===== src/rtl/fifo_write_arbiter.sv =====
// fifo_write_arbiter
//   Round-robin arbiter that shares the single write port of one fifo among REQS
//   producers. A grant lasts until the producer sends its last word, delivers BURST
//   words, or withdraws. Every grant is followed by exactly one idle cycle. Data is
//   forwarded combinationally from the granted producer and throttled by fifo_full.
//
// Ports
//   clk          clock, all state updates on rising edge
//   rst_n        asynchronous active-low reset
//   req_valid    [REQS]        producer i presents a word
//   req_last     [REQS]        producer i's word ends its packet
//   req_data     [REQS*WIDTH]  producer i data at [i*WIDTH +: WIDTH]
//   req_ack      [REQS]        one-hot/zero, word of producer i accepted this cycle
//   fifo_d       [WIDTH]       to fifo.d_in
//   fifo_strobe                to fifo.d_in_strobe
//   fifo_full                  from fifo.full
//   grant_valid                a producer owns the write port
//   grant_id     [ID_W]        owning producer, 0 when grant_valid is low
module fifo_write_arbiter #(
    parameter int unsigned WIDTH = 4,
    parameter int unsigned REQS  = 4,
    parameter int unsigned ID_W  = 2,
    parameter int unsigned BURST = 4
) (
    input  logic                  clk,
    input  logic                  rst_n,
    input  logic [REQS-1:0]       req_valid,
    input  logic [REQS-1:0]       req_last,
    input  logic [REQS*WIDTH-1:0] req_data,
    output logic [REQS-1:0]       req_ack,
    output logic [WIDTH-1:0]      fifo_d,
    output logic                  fifo_strobe,
    input  logic                  fifo_full,
    output logic                  grant_valid,
    output logic [ID_W-1:0]       grant_id
);

    localparam int unsigned CNT_W = (BURST > 1) ? $clog2(BURST) : 1;

    typedef enum logic {
        StIdle,
        StGrant
    } state_e;

    state_e           state_q, state_d;
    logic [ID_W-1:0]  grant_q, grant_d;
    logic [ID_W-1:0]  ptr_q, ptr_d;
    logic [CNT_W-1:0] cnt_q, cnt_d;

    // Signals of the currently granted producer
    logic             sel_valid;
    logic             sel_last;
    logic [WIDTH-1:0] sel_data;
    logic             acc;

    // Round-robin search result
    logic             found;
    logic [ID_W-1:0]  pick;
    logic [ID_W-1:0]  ptr_next;

    always_comb begin
        sel_valid = 1'b0;
        sel_last  = 1'b0;
        sel_data  = '0;
        for (int unsigned i = 0; i < REQS; i++) begin
            if (grant_q == ID_W'(i)) begin
                sel_valid = req_valid[i];
                sel_last  = req_last[i];
                sel_data  = req_data[i*WIDTH +: WIDTH];
            end
        end
    end

    assign acc = (state_q == StGrant) && sel_valid && !fifo_full;

    // First requester at or after ptr_q, wrapping at REQS-1
    always_comb begin
        int unsigned idx;
        found = 1'b0;
        pick  = '0;
        idx   = 0;
        for (int unsigned k = 0; k < REQS; k++) begin
            idx = (32'(ptr_q) + k) % REQS;
            for (int unsigned i = 0; i < REQS; i++) begin
                if (!found && (i == idx) && req_valid[i]) begin
                    found = 1'b1;
                    pick  = ID_W'(i);
                end
            end
        end
    end

    assign ptr_next = (grant_q == ID_W'(REQS - 1)) ? '0 : grant_q + 1'b1;

    always_comb begin
        state_d = state_q;
        grant_d = grant_q;
        ptr_d   = ptr_q;
        cnt_d   = cnt_q;
        unique case (state_q)
            StIdle: begin
                if (found) begin
                    state_d = StGrant;
                    grant_d = pick;
                    cnt_d   = '0;
                end
            end
            StGrant: begin
                // Withdrawal, last word or full burst ends the grant
                if (!sel_valid || (acc && (sel_last || cnt_q == CNT_W'(BURST - 1)))) begin
                    state_d = StIdle;
                    ptr_d   = ptr_next;
                end else begin
                    cnt_d = cnt_q + CNT_W'(acc);
                end
            end
            default: state_d = StIdle;
        endcase
    end

    always_ff @(posedge clk or negedge rst_n) begin
        if (!rst_n) begin
            state_q <= StIdle;
            grant_q <= '0;
            ptr_q   <= '0;
            cnt_q   <= '0;
        end else begin
            state_q <= state_d;
            grant_q <= grant_d;
            ptr_q   <= ptr_d;
            cnt_q   <= cnt_d;
        end
    end

    always_comb begin
        req_ack     = '0;
        grant_valid = (state_q == StGrant);
        grant_id    = grant_valid ? grant_q : '0;
        fifo_d      = grant_valid ? sel_data : '0;
        fifo_strobe = acc;
        for (int unsigned i = 0; i < REQS; i++) begin
            if (grant_q == ID_W'(i)) req_ack[i] = acc;
        end
    end

endmodule


===== config.mk =====
export PLATFORM = sky130hd
export DESIGN_NAME = fifo_write_arbiter
export DESIGN_NICKNAME = d
export VERILOG_FILES = /design/src/rtl/fifo_write_arbiter.sv
export SDC_FILE = /design/constraint.sdc
export NUM_CORES = 1
export LEC_CHECK = 0
export ABC_AREA = 1
export CAP_MARGIN = 5
export CORE_UTILIZATION = 43
export CTS_CLUSTER_SIZE = 28
export DETAILED_ROUTE_END_ITERATION = 10
export GPL_ROUTABILITY_DRIVEN = 0
export PLACE_DENSITY = 0.81
export SLEW_MARGIN = 15
export SYNTH_ARGS = -nofsm -noshare
export SYNTH_HDL_FRONTEND = slang
export SYNTH_SLANG_ARGS = --single-unit
export TNS_END_PERCENT = 50

===== constraint.sdc =====
create_clock -name clk -period 2.7 [get_ports clk]
set_clock_uncertainty 0.1 [all_clocks]
set_input_delay 0.54 -clock clk [delete_from_list [all_inputs] [get_ports clk]]
set_output_delay 0.54 -clock clk [all_outputs]
set_load 0.01 [all_outputs]

==> impl_metrics.yaml, run 1 <==
run_status:
  status: "finished, final reports clean"
sta:
  finalCriticalPeriod_ps: 2570
  max_slew_margin: 0.788
  timing.fmax_mhz: 389
  tightest_slew_ps: 317
  final-setup-viol-count: 0
  rsz0062_at_grt: "true"
  min_period_over_period: 0.952
  whs_ps: 438
  tns_ps: 0
  hold_viol: 0
  maxSlewViolCount: 0
placed_design:
  port_buffers: 38
  place_hpwl_um: 2340
synth:
  yosysMostFrequentCell: "nand2_1"
  yosys_register_bits: 7
  async_reset_ff_frac: 1.00
  yosysUniqueCellTypes: 22
  synth-main-ff-cell: "dfrtp_1"
  ys_seq_area_frac: 0.185
  synth_top_area_share: 0.185
  synth_top_area_cell: "dfrtp_1"
  syn_nets: 191
  netlist_top_cells_count: "nand2_1 (36), nor2_1 (22), inv_1 (19)"
  synthTopCellsByArea: "dfrtp_1 (18%), nand2_1 (14%), nor2_1 (8.7%)"
  synth_edf_count: 0
  synth.avg_cell_area_sq_um: 5.96
  yosys_warnings: 0
  netlist_instances: 159
  syn_area_sq_um: 948
die:
  core_sq_um: 2020
  die_y_um: 49.0
  start_util: 0.469
  die_w_um: 49.0
  die_area_sq_um: 2400
  num_rows: 16
  top_level_ports: 39
global_route:
  grt_start_max_net_pins: 11
  grt_util_all_layers: 0.251
  gr-total-overflow: 0
  antenna_found_initial: 0
  grt_pass1_vias: 1186
  grt_pass1_wl_um: 4840
setup_path:
  critPathKind: "register to primary output"
  cp.arrival_ps: 1930
  worstRegToRegCells: 14
  worst_ep_required_time_ps: 2060
  crit_slowest_cell: "dfrtp_1"
  cp-end-kind: "primary output"
  start_kind: "register"
  worstPathMaxFanout: 3
  crit_top_cell: "inv_2"
  slowest_delay_ps: 410
  crit_chain: "inv_2, ha_2, inv_1, o21ai_1, o211ai_1, nand2_1, o21ai_2, nor3_4, buf_4, inv_2, nor2_1, buf_2"
drt:
  dr.pass1.iters: 4
  avgViaCountPerCell: 5.17
  wirelength_um: 2840
  wl_per_cell_um: 11.7
  post-route-drc-count: 0
  vias: 1252
  ant_nets: 0
  first_iter_violations: 28
clock_network:
  cts_made_buffers: 3
  cts_buffer_depth: 2
  clkLatencyLatePin_ps: 240
  cts_tree: "yes"
  htreeDepth: 1
  clock_sinks: 7
  path_clk_slew_ps: 50
  cts_root_buf: "clkbuf_4"
  postCtsHoldBufs: 0
final_layout:
  syn2layout_area_growth_pct: 55.7
  finalNetCount: 248
  drive_above_1_share: 0.219
  diodes: 0
run:
  drv_cap: 0
pwr:
  p_total_mw: 1.46
  switching_share: 0.521
  p_switching_mw: 0.758
  clockPowerShare: 0.063
  combPwrFrac: 0.795
  internal_power_mw: 0.698
  powerDensity_nw_per_um2: 986
  p_leak_nw: 0.765
  ir_drop_v: 0.000654
  seqPwrFrac: 0.142
hold_path:
  hold_depth: 2
  hp-class: "register to register"
-- worst max-delay path, delay by kind of cell (launching register included) --
kind / cells / cell delay, ps
buffers and inverters: 5 / 450
flip-flops: 1 / 410
AND/OR/NAND/NOR: 3 / 330
AO/OA/AOI/OAI: 3 / 310
adder cells (fa/ha/maj): 1 / 170
-- timing repair --
action | CTS | global route
endpoints found under the setup margin | 9 | 7
setup buffers | 2 | 0
resized for setup | 25 | 4
pin swaps | 3 | 1
-- power by group through the flow --
stage	logic [mW]	registers [mW]	clock network [mW]
2_1_floorplan	0.730	0.203	0
3_5_place_dp	1.17	0.205	0
4_1_cts	1.16	0.206	0.0950
6_report	1.16	0.207	0.0912
3_3_place_gp	1.13	0.200	0
5_1_grt	1.31	0.210	0.101
-- area by class of cell --
class	count	area [sq um]
repair buffers	54	469
clock buffers	4	26.3
multi-input cells	126	682
flip-flops and latches	7	175
fillers	164	546
inverters	24	90.1
well taps	27	33.8
-- metrics by stage --
step	cells	utilization	cell area [sq um]	setup slack, ps
detailed placement	236	0.722	1460	-342
CTS	242	0.735	1490	22.8
global placement	236	0.722	1460	-282
floorplan	159	-	948	446
global route	242	0.730	1480	-21.6
finish	242	0.730	1480	128
-- state kept, by name (all words and copies together), names as in the netlist --
signal,count
grant_valid,1
grant_q,2
cnt_q,2
ptr_q,2
-- placed cells by master (no fill, tap or decap), types with 3 or more instances in the layout --
master            n
ha_1              4
nor3_1            3
nand3_1           9
nand4_2           3
a21oi_1          11
inv_1            17
o21ai_0          13
inv_2             7
clkbuf_4          3
o21ai_1           4
clkdlybuf4s50_1  28
nand2_2           5
nand2_1          36
buf_2             3
dlygate4sd2_1     5
nand4_1           4
nor2_1           22
buf_4            16
dfrtp_1           7
-- cells by family after synthesis --
kind of cell / synth area share
buffers and inverters: 0.103
and+or+nand+nor: 0.468
AOI/OAI and AO/OA: 0.169
DFF: 0.185
adders and majority gates: 0.0660
xor gates and xnor gates: 0.00924
-- final timing paths --
kind,slack [ps],end,from
hold reg to reg,440,cnt_q[0],cnt_q[0]
min in group asynchronous,450,grant_valid,rst_n
setup / recovery,130,req_ack[0],grant_q[1]
setup reg to reg,540,cnt_q[1],grant_q[0]
max in group asynchronous,1810,ptr_q[0],rst_n
hold / removal,440,cnt_q[0],cnt_q[0]
-- per-layer routing --
| layer | wire (um) | up-vias | GRT usage |
|---|---|---|---|
| met5 | 0 | - | 0 |
| met4 | 0 | 0 | 0.0441 |
| met3 | 167 | 0 | 0.0405 |
| met2 | 1420 | 43 | 0.463 |
| met1 | 1250 | 579 | 0.305 |
| li1 | - | 630 | - |
No activity file was read; power rests on OpenSTA's default activity.
==> run 2, diff against run 1 <==
--- a/config.mk
+++ b/config.mk
@@ -8,6 +8,7 @@
 export ABC_AREA = 1
 export CAP_MARGIN = 5
 export CORE_UTILIZATION = 43
+export CTS_CLUSTER_DIAMETER = 60
 export CTS_CLUSTER_SIZE = 28
 export DETAILED_ROUTE_END_ITERATION = 10
 export GPL_ROUTABILITY_DRIVEN = 0
==> results of run 2 <==
No change in the layout: final DEF, timing and power equal those of run 1.
==> run 3, diff against run 2 <==
--- a/config.mk
+++ b/config.mk
@@ -7,12 +7,13 @@
 export LEC_CHECK = 0
 export ABC_AREA = 1
 export CAP_MARGIN = 5
+export CORE_MARGIN = 1.5
 export CORE_UTILIZATION = 43
 export CTS_CLUSTER_DIAMETER = 60
 export CTS_CLUSTER_SIZE = 28
 export DETAILED_ROUTE_END_ITERATION = 10
 export GPL_ROUTABILITY_DRIVEN = 0
-export PLACE_DENSITY = 0.81
+export PLACE_DENSITY_LB_ADDON = 0.3
 export SLEW_MARGIN = 15
 export SYNTH_ARGS = -nofsm -noshare
 export SYNTH_HDL_FRONTEND = slang
==> run 3 against run 2 <==
Net effect: via count rose by 1.6%; sequential share of layout area fell by 0.14 points; critical endpoint is now fifo_d[1]; clock power rose by 4.6%; critical path depth fell by 3; fmax fell by 0.67%; non-clock buffer count rose by 1; clock-buffer cell count did not move; design area rose by 1.2%; worst hold slack got worse by 4.1 ps.
==> impl_metrics.yaml, run 3 (synthesis results as in run 1) <==
run_status:
  status: "finished, final reports clean"
die:
  num_rows: 16
  die_area_sq_um: 2500
  top_level_ports: 39
  die_w_um: 50.0
  start_util: 0.469
  die_y_um: 50.0
  core_sq_um: 2020
clock_network:
  cts_buffer_depth: 2
  cts_root_buf: "clkbuf_4"
  cts_tree: "yes"
  postCtsHoldBufs: 0
  htreeDepth: 1
  cts_made_buffers: 3
  path_clk_slew_ps: 50
  clkLatencyLatePin_ps: 250
  clock_sinks: 7
global_route:
  antenna_found_initial: 0
  gr-total-overflow: 0
  grt_pass1_vias: 1313
  grt_start_max_net_pins: 11
  grt_pass1_wl_um: 5480
  grt_util_all_layers: 0.281
setup_path:
  critPathKind: "register to primary output"
  crit_chain: "buf_4, ha_1, inv_2, buf_4, nor2_1, o21ai_0, o21ai_0, a21oi_1, dlygate4sd2_1"
  crit_slowest_cell: "dfrtp_1"
  slowest_delay_ps: 390
  cp-end-kind: "primary output"
  critPathTopFamily: "buffers and inverters"
  path_buf_inv: 4
  worst_ep_required_time_ps: 2060
  worstPathMaxFanout: 6
  cp.arrival_ps: 1950
  start_kind: "register"
drt:
  first_iter_violations: 36
  dr.pass1.iters: 4
  ant_nets: 0
  wirelength_um: 3170
  avgViaCountPerCell: 5.23
  vias: 1272
  post-route-drc-count: 0
  wl_per_cell_um: 13.0
sta:
  timing.fmax_mhz: 386
  final-setup-viol-count: 0
  setup_ws_ps: 111
  tightest_slew_ps: 317
  min_period_over_period: 0.959
  rsz0062_at_grt: "false"
  hold_viol: 0
  finalCriticalPeriod_ps: 2590
  maxSlewViolCount: 0
  max_slew_margin: 0.789
final_layout:
  fin_area_sq_um: 1490
  drive_above_1_share: 0.227
  reg.largest.list: "cnt_q (2), grant_q (2), ptr_q (2)"
  finalNetCount: 249
  final_cell_mix: "nand2_1 (36), clkdlybuf4s50_1 (28), nor2_1 (21)"
  diodes: 0
  syn2layout_area_growth_pct: 57.5
  final_common_cell: "nand2_1"
pwr:
  p_leak_nw: 0.779
  ir_drop_v: 0.000579
  powerDensity_nw_per_um2: 1010
hold_path:
  hp-class: "register to register"
run:
  drv_cap: 0
placed_design:
  place_hpwl_um: 2530
  post-place-ws_ps: -338
  port_buffers: 38
  dpl_cell_area_sq_um: 1450
run 3: cell types whose count changed in the layout (fill, tap and decap cells not counted):
cell	delta
buf_2	+1
buf_6	+1
clkbuf_2	-1
dlygate4sd2_1	-1
dlymetal6s2s_1	+1
nor2_1	-1
nor2_2	+1
run 3: final cells by class:
cell class	instances	area [sq um]
fillers	157	528
flip-flops and latches	7	175
multi-input cells	126	684
clock buffers	4	26.3
repair buffers	55	484
inverters	24	90.1
well taps	27	33.8
run 3: timing repair:
action / 4_1_cts / 5_1_grt
pin swaps: 4 / 3
endpoints found under the setup margin: 9 / 6
gates resized for setup: 24 / 8
setup buffers: 4 / 0
run 3: routing by layer:
metal,GRT usage,vias up,part of all wire,routed length (um)
li1,-,634,-,-
met1,0.298,569,0.39,1230
met2,0.536,59,0.51,1630
met3,0.0485,10,0.078,248
met4,0.116,0,0.019,61
met5,0,-,0,0
run 3: tightest hold or removal path, delay by kind of cell, from the launching register on:
family	cells	cell delay, ps
DFF	1	370
and+or+nand+nor	2	130
run 3: stage by stage:
step | hold WS, ps | power, mW | instances | TNS (ps) | util
after CTS | 437 | 1.49 | 243 | 0 | 0.736
after global routing | 448 | 1.67 | 243 | 0 | 0.739
final | 434 | 1.51 | 243 | 0 | 0.739
after floorplan | 144 | 0.934 | 159 | 0 | -
after detailed placement | 427 | 1.38 | 235 | -1550 | 0.718
after global placement | 416 | 1.32 | 235 | -1350 | 0.718
run 3: path summary, 6_finish.rpt:
kind                       startpoint   endpoint  slack [ps]  cells past startpoint
setup reg to reg           grant_q[0]   cnt_q[1]         420                     14
setup / recovery           grant_q[0]  fifo_d[1]         110                      9
min in group asynchronous       rst_n   cnt_q[1]         440                      1
hold reg to reg              cnt_q[0]   cnt_q[0]         430                      2
hold / removal               cnt_q[0]   cnt_q[0]         430                      2
max in group asynchronous       rst_n   cnt_q[0]        1820                      1
run 3: power by group:
part,switching (mW),leakage (nW),total (mW),internal (mW)
registers,0.0669,0.0889,0.220,0.153
clock network,0.0390,0.0150,0.0954,0.0564
logic,0.686,0.675,1.19,0.504
total,0.792,0.779,1.51,0.713
